==> config.mk <==
export PLATFORM = sky130hd
export DESIGN_NAME = cpu_core_mc_flat
export DESIGN_NICKNAME = d
export VERILOG_FILES = /design/src/rtl/cpu_core_mc_if.sv /design/src/rtl/cpu_core_mc.sv /design/src/flat_wrapper.sv
export SDC_FILE = /design/constraint.sdc
export NUM_CORES = 1
export LEC_CHECK = 0
export CORE_AREA = 2 2 142 144
export DETAILED_ROUTE_END_ITERATION = 7
export DIE_AREA = 0 0 144 146
export GPL_TIMING_DRIVEN = 0
export PLACE_DENSITY = 0.45
export SLEW_MARGIN = 20
export SYNTH_ARGS = -nofsm -noshare
export SYNTH_HDL_FRONTEND = slang
export SYNTH_HIERARCHICAL = 1
export SYNTH_SLANG_ARGS = --single-unit
==> constraint.sdc <==
create_clock -name clk -period 11.3 [get_ports clk]
set_clock_uncertainty 0.1 [all_clocks]
set_input_delay 2.26 -clock clk [delete_from_list [all_inputs] [get_ports clk]]
set_output_delay 2.26 -clock clk [all_outputs]
set_load 0.03 [all_outputs]
==> src/rtl/cpu_core_mc_if.sv <==
// Bus bundle for cpu_core_mc: instruction-memory read port and the OUT stream.
//   imem_addr  core -> mem   instruction address (= pc)
//   imem_data  mem  -> core  16-bit instruction word, combinational
//   out_data   core -> sink  OUT payload
//   out_valid  core -> sink  payload valid
//   out_ready  sink -> core  transfer accepted when valid & ready at a clk edge
interface cpu_core_mc_if #(
  parameter int DW  = 8,
  parameter int PCW = 4
);
  logic [PCW-1:0] imem_addr;
  logic [15:0]    imem_data;
  logic [DW-1:0]  out_data;
  logic           out_valid;
  logic           out_ready;

  modport master (
    output imem_addr,
    input  imem_data,
    output out_data,
    output out_valid,
    input  out_ready
  );

  modport slave (
    input  imem_addr,
    output imem_data,
    input  out_data,
    input  out_valid,
    output out_ready
  );
endinterface

==> src/rtl/cpu_core_mc.sv <==
// cpu_core_mc: parametrised multi-cycle CPU core (FETCH/EXEC/OUTW/HALT).
// 16-bit ISA: op=[15:12], rd=[11:8], rs=[7:4], imm=[7:0]; register index is
// the low RAW bits of the rd/rs field.
// Ports:
//   clk, rst            clock (rising), asynchronous active-high reset
//   bus (master)        imem read port + OUT valid/ready stream
//   halted              core stopped by HLT (only reset leaves)
//   flag_z, flag_c      zero and carry/borrow flags
//   dbg_sel, dbg_data   combinational register-file peek, no side effects

// One register-file entry; instantiated once per register.
module cpu_core_mc_reg #(
  parameter int DW = 8
) (
  input  logic          clk,
  input  logic          rst,
  input  logic          we,
  input  logic [DW-1:0] wd,
  output logic [DW-1:0] q
);
  always_ff @(posedge clk or posedge rst) begin
    if (rst)     q <= '0;
    else if (we) q <= wd;
  end
endmodule

module cpu_core_mc #(
  parameter int DW  = 8,
  parameter int RAW = 2,
  parameter int PCW = 4
) (
  input  logic           clk,
  input  logic           rst,
  cpu_core_mc_if.master  bus,
  output logic           halted,
  output logic           flag_z,
  output logic           flag_c,
  input  logic [RAW-1:0] dbg_sel,
  output logic [DW-1:0]  dbg_data
);
  localparam int NREG = 1 << RAW;

  typedef enum logic [1:0] {S_FETCH, S_EXEC, S_OUTW, S_HALT} state_t;

  typedef struct packed {
    logic [3:0]     op;
    logic [RAW-1:0] rd;
    logic [RAW-1:0] rs;
    logic [7:0]     imm;
  } dec_t;

  state_t state, state_nx;
  logic [PCW-1:0] pc, pc_nx, pc_inc, jmp_tgt;
  logic [15:0]    ir;
  dec_t           dec;
  logic           z, c, z_nx, c_nx;
  logic           ov, ov_nx;
  logic [DW-1:0]  od, od_nx;
  logic           ir_ld;

  // register file, one slice per entry
  logic [NREG-1:0][DW-1:0] rf;
  logic [NREG-1:0]         rf_we_vec;
  logic                    rf_we;
  logic [DW-1:0]           rf_wd;

  genvar gi;
  generate
    for (gi = 0; gi < NREG; gi++) begin : g_rf
      assign rf_we_vec[gi] = rf_we && (dec.rd == RAW'(gi));
      cpu_core_mc_reg #(.DW(DW)) u_reg (
        .clk (clk),
        .rst (rst),
        .we  (rf_we_vec[gi]),
        .wd  (rf_wd),
        .q   (rf[gi])
      );
    end
  endgenerate

  // decode from the latched instruction
  always_comb begin
    dec.op  = ir[15:12];
    dec.rd  = ir[8 +: RAW];
    dec.rs  = ir[4 +: RAW];
    dec.imm = ir[7:0];
  end

  // rd/rs fields wider than RAW only contribute their low bits
  logic unused_ir;
  assign unused_ir = ^ir;

  logic [DW-1:0] rdv, rsv, imm_ext, res;
  logic [DW:0]   sum, diff;
  logic          flag_upd;

  assign rdv     = rf[dec.rd];
  assign rsv     = rf[dec.rs];
  // zero-extend or truncate imm to DW
  assign imm_ext = DW'(dec.imm);
  assign jmp_tgt = PCW'(dec.imm);
  assign sum     = {1'b0, rdv} + {1'b0, rsv};
  // borrow lands in the top bit of the unsigned difference
  assign diff    = {1'b0, rdv} - {1'b0, rsv};
  assign pc_inc  = pc + PCW'(1);

  // state register
  always_ff @(posedge clk or posedge rst) begin
    if (rst) state <= S_FETCH;
    else     state <= state_nx;
  end

  // next-state / datapath control
  always_comb begin
    state_nx = state;
    pc_nx    = pc;
    ir_ld    = 1'b0;
    rf_we    = 1'b0;
    rf_wd    = '0;
    res      = '0;
    flag_upd = 1'b0;
    z_nx     = z;
    c_nx     = c;
    ov_nx    = ov;
    od_nx    = od;
    case (state)
      S_FETCH: begin
        ir_ld    = 1'b1;
        state_nx = S_EXEC;
      end
      S_EXEC: begin
        state_nx = S_FETCH;
        pc_nx    = pc_inc;
        case (dec.op)
          4'h1: begin rf_we = 1'b1; rf_wd = imm_ext; end
          4'h2: begin res = sum[DW-1:0];  c_nx = sum[DW];  flag_upd = 1'b1; end
          4'h3: begin res = diff[DW-1:0]; c_nx = diff[DW]; flag_upd = 1'b1; end
          4'h4: begin res = rdv & rsv; flag_upd = 1'b1; end
          4'h5: begin res = rdv | rsv; flag_upd = 1'b1; end
          4'h6: begin res = rdv ^ rsv; flag_upd = 1'b1; end
          4'h7: begin rf_we = 1'b1; rf_wd = rsv; end
          4'h8: pc_nx = jmp_tgt;
          4'h9: if (z)  pc_nx = jmp_tgt;
          4'hA: if (!z) pc_nx = jmp_tgt;
          4'hB: begin
            // pc advances only once the payload is accepted
            od_nx    = rsv;
            ov_nx    = 1'b1;
            pc_nx    = pc;
            state_nx = S_OUTW;
          end
          4'hF: begin
            pc_nx    = pc;
            state_nx = S_HALT;
          end
          default: ;
        endcase
        if (flag_upd) begin
          rf_we = 1'b1;
          rf_wd = res;
          z_nx  = (res == '0);
        end
      end
      S_OUTW: begin
        if (ov && bus.out_ready) begin
          ov_nx    = 1'b0;
          pc_nx    = pc_inc;
          state_nx = S_FETCH;
        end
      end
      S_HALT: ;
      default: state_nx = S_FETCH;
    endcase
  end

  // datapath registers
  always_ff @(posedge clk or posedge rst) begin
    if (rst) begin
      pc <= '0;
      ir <= '0;
      z  <= 1'b0;
      c  <= 1'b0;
      ov <= 1'b0;
      od <= '0;
    end else begin
      pc <= pc_nx;
      if (ir_ld) ir <= bus.imem_data;
      z  <= z_nx;
      c  <= c_nx;
      ov <= ov_nx;
      od <= od_nx;
    end
  end

  assign bus.imem_addr = pc;
  assign bus.out_data  = od;
  assign bus.out_valid = ov;
  assign halted        = (state == S_HALT);
  assign flag_z        = z;
  assign flag_c        = c;
  assign dbg_data      = rf[dbg_sel];
endmodule
==> src/flat_wrapper.sv <==
// flat-port wrapper written by rule: the top's interface ports become plain ports
module cpu_core_mc_flat 
#(
  parameter int DW  = 8,
  parameter int RAW = 2,
  parameter int PCW = 4
)
  (clk, rst, halted, flag_z, flag_c, dbg_sel, dbg_data, bus_imem_addr, bus_imem_data, bus_out_data, bus_out_valid, bus_out_ready);
  cpu_core_mc_if #(.DW(DW), .PCW(PCW)) bus_i ();
  input  logic clk;
  input  logic rst;
  output logic halted;
  output logic flag_z;
  output logic flag_c;
  input  logic [RAW-1:0] dbg_sel;
  output logic [DW-1:0] dbg_data;
  output wire logic [$bits(bus_i.imem_addr)-1:0] bus_imem_addr;
  input wire logic [$bits(bus_i.imem_data)-1:0] bus_imem_data;
  output wire logic [$bits(bus_i.out_data)-1:0] bus_out_data;
  output wire logic [$bits(bus_i.out_valid)-1:0] bus_out_valid;
  input wire logic [$bits(bus_i.out_ready)-1:0] bus_out_ready;
  assign bus_imem_addr = bus_i.imem_addr;
  assign bus_i.imem_data = bus_imem_data;
  assign bus_out_data = bus_i.out_data;
  assign bus_out_valid = bus_i.out_valid;
  assign bus_i.out_ready = bus_out_ready;
  cpu_core_mc #(.DW(DW), .RAW(RAW), .PCW(PCW)) u_core (.clk(clk), .rst(rst), .bus(bus_i), .halted(halted), .flag_z(flag_z), .flag_c(flag_c), .dbg_sel(dbg_sel), .dbg_data(dbg_data));
endmodule
# After elaboration in Yosys (flattened, before gate mapping)
# Cells that the tools add are included.
[totals]
ff_bits = 65
latch_bits = 0
ramBits = 0
romBits = 0
input_bits = 21
output_inout_bits = 24
wordCells = 90
mem_count = 0
[classes]
addsub = 3
mul = 0
div = 0
n_lt_le_gt_ge = 3
n_eq_ne = 21
shift = 0
n_mux = 29
n_bitwise = 3
n_reduce_logical = 20
[op_table]
columns = ["operator", "n"]
rows = [
  ["$bmux 8 s2", 3],
  ["$mux 8", 6],
  ["$pmux 8 s5", 1],
  ["$eq 4x4->1 const B", 5],
  ["$eq 4x3->1 const B", 4],
  ["$pmux 4 s4", 1],
  ["$pmux 8 s2", 1],
  ["$mux 4", 3],
  ["$add 8x8->9", 1],
  ["$lt 2x3->1 const B", 3],
  ["$sub 8x8->9", 1],
  ["$and 8x8->8", 1],
  ["$eq 2x2->1 const B", 4],
  ["$eq 4x2->1 const B", 2],
  ["$logic_not 8->1", 1],
  ["$mux 1", 8],
  ["$or 8x8->8", 1],
  ["$pmux 4 s2", 1],
  ["$reduce_and 2->1", 4],
  ["$xor 8x8->8", 1],
  ["$pmux 2 s3", 1],
  ["$reduce_and 3->1", 2],
  ["$logic_and 1x1->1", 5],
  ["$reduce_or 5->1", 1],
  ["other kinds (12)", 18],
]

# Depth between registers and ports, before layout
# Gate-level depths: netlist (run 1).
[logic_depth]
ltp_word = 7
depth_mapped = 12
ltp_nobuf = 11

# Cells and area by module
# Netlist (run 1), hierarchy kept.
[modules_own_cells]
columns = ["mod", "n_inst", "cells_per_inst", "area_per_inst_um2", "seq_area_each_um2"]
rows = [
  ["cpu_core_mc", 1, 362, 3450.8, 775.7],
  ["cpu_core_mc_reg", 4, 18, 335.3, 200.2],
]

# Worst setup path before layout (run 1)
# Ideal clock, no wire load.
[synth_timing]
path_type = "input -> output"
from = "input dbg_sel[0]"
to = "output dbg_data[0]"
t_arrival_ns = 3.351
required_ns = 8.940
path_slack_ns = 5.589
stages = 2
path_buffers = 1
cell_sequence = "clkbuf_1 > mux4_2"
[synth_between]
elab_chain_cells = 2
[synth_rtl]
columns = ["item", "line_no", "text"]
rows = [
  ["start: declaration", "flat_wrapper.sv:15", "input logic [RAW-1:0] dbg_sel;"],
  ["$bmux 8 s2", "cpu_core_mc.sv:201", "assign dbg_data = rf[dbg_sel];"],
  ["$mux 8 (implied by the code)", "cpu_core_mc.sv:201", ""],
  ["end: declaration", "flat_wrapper.sv:16", "output logic [DW-1:0] dbg_data;"],
]
# No other way between the ends. The select of a mux whose other input is x is not followed.

# Worst setup path after layout (run 1)
[layout_timing]
from = "input dbg_sel[0]"
to = "output dbg_data[1]"
# Same word-level chain as after synthesis.

==> results of run 1 <==
## layout make-up
| class | instances | area share |
|---|---|---|
| tap | 265 | 0.05694 |
| buffer | 27 | 0.02600 |
| sequential | 63 | 0.2707 |
| timing repair buffer | 40 | 0.06876 |
| clock buffer | 12 | 0.04405 |
| inverter | 31 | 0.01998 |
| multi-input combinational | 313 | 0.5062 |
| clock inverter | 3 | 0.007306 |
## worst max-delay path, stage by stage
cell and delay, ps:
clkbuf_1 560, mux4_2 640, clkdlybuf4s50_1 620
## layer usage
metal	GRT usage	vias to the layer above	wire length (microns)
li1	-	1726	-
met1	0.1961	1883	6756
met2	0.2260	95	6752
met3	0.02435	14	602
met4	0.04559	0	200
met5	0	-	0
## state kept, by name (all words and copies together) (netlist names)
signal                cells
u_core/bus.out_data       8
u_core/g_rf.u_reg/q      32
u_core/flag_c             1
u_core/ir                14
u_core/flag_z             1
u_core/bus.out_valid      1
u_core/state              2
u_core/bus.imem_addr      4
## power by group
| group | switching [W] | internal [W] | leakage [nW] | total [W] |
|---|---|---|---|---|
| sequential | 0.0000842 | 0.000306 | 0.815 | 0.000390 |
| clock | 0.000107 | 0.000181 | 0.145 | 0.000288 |
| combinational | 0.000623 | 0.000482 | 1.42 | 0.00111 |
## worst paths after layout
check / start / to / slack (ps)
min in group asynchronous: rst / u_core/g_rf[1].u_reg/q[5] / 2230
max in group asynchronous: rst / u_core/bus.out_data[1] / 8260
worst max-delay path: dbg_sel[0] / dbg_data[1] / 4850
worst min register to register: u_core/bus.out_data[7] / u_core/bus.out_data[7] / 370
worst max register to register: u_core/ir[8] / u_core/g_rf[2].u_reg/q[7] / 7000
worst min-delay path: u_core/bus.out_data[7] / u_core/bus.out_data[7] / 370
## kinds of logic after synthesis
group / count (synthesis) / synth area share
compound gates: 109 / 0.1614
buf+inv: 58 / 0.05587
flops: 63 / 0.3290
fa+ha+maj: 31 / 0.08407
simple gates: 98 / 0.1131
mux: 75 / 0.2567
## cells in the mapped netlist, types with 3 or more instances
cell type / number / area [sq um]
buf_6: 4 / 45.04
a21boi_0: 3 / 22.52
nor3b_1: 4 / 30.03
ha_1: 29 / 362.9
a22oi_1: 6 / 45.04
and3_1: 3 / 18.77
nor2_1: 15 / 56.30
nand2b_1: 7 / 43.79
o21ai_1: 6 / 30.03
mux2i_1: 4 / 40.04
o221ai_1: 3 / 26.28
a2111oi_0: 3 / 26.28
nand2_1: 28 / 105.1
o211ai_1: 3 / 22.52
a21oi_1: 25 / 125.1
clkbuf_1: 9 / 33.78
or3_1: 3 / 18.77
nor3_1: 6 / 30.03
buf_2: 9 / 45.04
inv_1: 31 / 116.4
and2_1: 3 / 18.77
nand3_1: 4 / 20.02
o21ai_0: 19 / 95.09
o21bai_1: 3 / 22.52
a22o_1: 3 / 26.28
a221o_1: 4 / 40.04
mux2_2: 15 / 168.9
dfrtp_1: 63 / 1577
nor2b_1: 7 / 43.79
o31ai_1: 4 / 30.03
nand4_1: 3 / 18.77
mux2_4: 32 / 480.5
mux4_2: 24 / 540.5
o21a_1: 3 / 22.52
## stage by stage
| stage | total power [W] | instance area (sq um) |
|---|---|---|
| 3_5_place_dp | 0.001491 | 5524 |
| 4_1_cts | 0.001792 | 5823 |
| 3_3_place_gp | 0.001482 | 5524 |
| 5_1_grt | 0.001909 | 5823 |
| 2_1_floorplan | 0.001167 | 4792 |
| 6_report | 0.001783 | 5823 |
==> metrics.txt, run 1 <==
non-filler cells in the finished layout=754; Final #Nets=537; Register-to-Register Path Depth=11; commonest non-fill, non-tap cell in the layout=dfrtp_1; fmax=155.0 MHz; Initial Utilization=0.2478; Die Span Y=146 microns; worst-margin pin slew=1101 ps; Max IR drop VDD=0.0001008 V; hold slack=374.3 ps; post-CTS sizing=0; clock sinks=63; dpl hpwl=10,750 microns; Via-to-Cell Ratio=4.931; antenna cells=0; required time at the worst-slack endpoint=8940 ps; DR WL/cell=18.98 microns; ys flop type=dfrtp_1; core box area=19,330 sq um; Clock transition at path regs=60 ps; register area=1577 sq um; Initial DRC Count=353; Setup violations, final=0; Mapped Nets=486; Tcrit/Tclk final=0.5709; endpoints failing hold=0; LEAKAGE=2.379 nW; Setup WS post-layout=4849 ps; unique cell type count in the Yosys netlist=71; Remaining Overflow, GRT=0; site row count=51; area of the multi-input gates=2948 sq um; Yosys reg bits=63; Detail Route Antenna Nets=0; crit-path max FO=8; # fillers=1,978; Slew HR=0.2645; Worst setup SP type=primary input; Setup Fix Bufs, Post-CTS=0; Die ar.=21,020 sq um; CP Capture Type=output port; Die W=144 microns; critical path arrival=4090 ps; synthesized instance count=434; I/O pins=45; first-pass GRT wire length=22,310 microns; WHS Path Cells=2; Place WS=4815 ps; H-tree Lvls=3; largest net degree at the start of global routing=32; syn avg cell area=11.04 sq um; Port-buffer cells=40; run status=completed; Layout area overhead=21.51%; number of synthesis warnings=6; DRC Markers=0; Post-CTS Hold Fix Bufs=0; Final min period=6451 ps; sequential-to-total area share from yosys stat=0.3290; Final Util=0.3012; dpl cells=739; placer congestion estimate=0.8334; EDFF count, synth=0; Cell Area, Synth=4792 sq um; Synth async-reset ratio=1.000; CTS buffer count=9; Final Slew Violations=0; clock buffer depth=2; setup_tns=0 ps; PwrDens=306.2 nW/um^2; via count=3,718; CTS tree=yes; Skew-Pair Late Insertion Delay=350 ps; vias in the first global route=3,828; Root Driver=clkbuf_16; Initial DRT Pass Iterations=4; Setup Crit Path Kind=in2out; most frequent cells in the layout=dfrtp_1 (63), clkdlybuf4s50_1 (40), mux2_4 (32), inv_1 (30), ha_1 (29); initial antenna violation count=0; Worst Hold Class=reg2reg; layout cell share with drive strength beyond 1=0.2249; max-cap viol count=0; unrepaired setup endpoints after global routing=no; Routed Wire Length=14,310 microns; global router's overall resource usage=0.1421
No activity file was read; power rests on OpenSTA's default activity.
==> inputs of run 2 (changes only) <==
Settings changed: PLACE_DENSITY 0.45 to 0.46.
Clock period 11.3 ns to 5.5 ns, I/O delays scaled along.
==> run 2 against run 1 <==
  * Worst hold slack got worse by 0.62 ps
  * Critical path depth up 8
  * Sequential share of layout area is 0.088 points higher
  * Die area is the same
  * Wire length shrank 0.16%
  * Total power up 100%
  * Critical endpoint is now u_core/g_rf[2].u_reg/q[7]
  * Largest cell class unchanged
  * Clock power rose by 94%
  * Setup slack lost 3600 ps
==> metrics.txt, run 2 (synthesis results as in run 1) <==
dpl hpwl=10,750 microns; required time at the worst-slack endpoint=5630 ps; Final Slew Violations=0; fmax=232.8 MHz; commonest non-fill, non-tap cell in the layout=dfrtp_1; Detail Route Antenna Nets=0; CTS buffer count=9; largest net degree at the start of global routing=32; most frequent cells in the layout=dfrtp_1 (63), clkdlybuf4s50_1 (40), mux2_4 (32), inv_1 (30), ha_1 (29); site row count=51; PwrDens=625.7 nW/um^2; initial antenna violation count=0; Place WS=1219 ps; Layout area overhead=21.12%; Min-Delay Startpoint=u_core/bus.out_data[7]; Initial Utilization=0.2478; critical path arrival=4430 ps; Final #Nets=537; CP Capture Type=flop; vias in the first global route=3,794; max-cap viol count=0; global router's overall resource usage=0.1413; Die Span Y=146 microns; Max IR drop VDD=0.0002138 V; layout cell share with drive strength beyond 1=0.2229; Reg2Reg Capture Point=u_core/g_rf[2].u_reg/q[7]; crit-path max FO=10; Worst setup SP type=flop; Clock transition at path regs=60 ps; Initial DRT Pass Iterations=4; DR WL/cell=18.95 microns; placer congestion estimate=0.8634; unrepaired setup endpoints after global routing=no; Root Driver=clkbuf_16; clock sinks=63; DRC Markers=0; worst-margin pin slew=1111 ps; hold slack=373.7 ps; Remaining Overflow, GRT=0; via count=3,754; Register-to-Register Path Depth=11; Via-to-Cell Ratio=4.979; Setup Crit Path Kind=reg2reg; first-pass GRT wire length=22,340 microns; Tcrit/Tclk final=0.7810; Initial DRC Count=279; Post-CTS Hold Fix Bufs=0; setup_tns=0 ps; Tot Pwr=0.003632 W; LEAKAGE=2.370 nW; Final min period=4295 ps; post-CTS sizing=0; I/O pins=45; Setup Fix Bufs, Post-CTS=0; Setup WS post-layout=1205 ps; Setup violations, final=0; Slew HR=0.2579; crit path launch=u_core/ir[8]; Routed Wire Length=14,290 microns; dpl cells=739; endpoints failing hold=0; Die W=144 microns; non-filler cells in the finished layout=754; reg-to-reg slack, setup=1200 ps; H-tree Lvls=3; Worst Hold Class=reg2reg; Largest register FFs=32; Skew-Pair Late Insertion Delay=350 ps; Port-buffer cells=40; core box area=19,330 sq um; run status=completed; R2R Path Start=u_core/ir[8]; clock buffer depth=2; antenna cells=0; Die ar.=21,020 sq um; Critical Path Sink=u_core/g_rf[2].u_reg/q[7]; Largest Register=u_core/g_rf.u_reg/q; CTS tree=yes; # fillers=1,988
run 2: cell types whose count changed in the layout (fill, tap and decap cells not counted), sizes merged:
cell    change
clkinv      +1
clkbuf      -1
run 2: worst min path at each step:
stage | depth (start not counted) | end | slack [ps]
after CTS | 2 | u_core/bus.out_data[2] | 380
after global routing | 2 | u_core/bus.out_data[6] | 400
after detailed placement | 2 | u_core/bus.out_data[2] | 370
after floorplan | 1 | u_core/ir[6] | 380
final | 2 | u_core/bus.out_data[7] | 370
after global placement | 2 | u_core/bus.out_data[7] | 360
run 2: power by group:
group          internal, W  switching, W  leakage [nW]
clock network     0.000346      0.000212         0.135
logic             0.000990       0.00128          1.42
registers         0.000628      0.000173         0.815
total              0.00196       0.00167          2.37
run 2: cell type report:
type                            instances  area (sq um)  share of cell area
Clock inverter                          4         47.55            0.008191
Multi-Input combinational cell        313          2948              0.5079
Tap cell                              265         331.6             0.05712
Timing Repair Buffer                   40         400.4             0.06898
Buffer                                 27         151.4             0.02608
Inverter                               31         116.4             0.02005
Clock buffer                           11         232.7             0.04009
Sequential cell                        63          1577              0.2716
run 2: metrics by stage:
stage,instance area [sq um],util
floorplan,4792,-
global placement,5524,0.2857
detailed placement,5524,0.2857
CTS,5804,0.3002
global route,5804,0.3002
finish,5804,0.3002
run 2: worst max-delay path, stage by stage (launching register included):
cell	delay, ps
dfrtp_1	480
clkbuf_1	600
mux4_2	660
inv_1	80
ha_1	240
nor2b_1	100
or2_1	250
o32ai_1	440
mux2_2	380
a221o_1	320
o21a_1	250
mux2_4	270
run 2: routing by layer:
layer / up-vias / routed length [microns] / global-route usage
li1: 1729 / - / -
met1: 1925 / 6643 / 0.1958
met2: 82 / 6840 / 0.2219
met3: 18 / 593 / 0.02698
met4: 0 / 211 / 0.04461
met5: - / 0 / 0
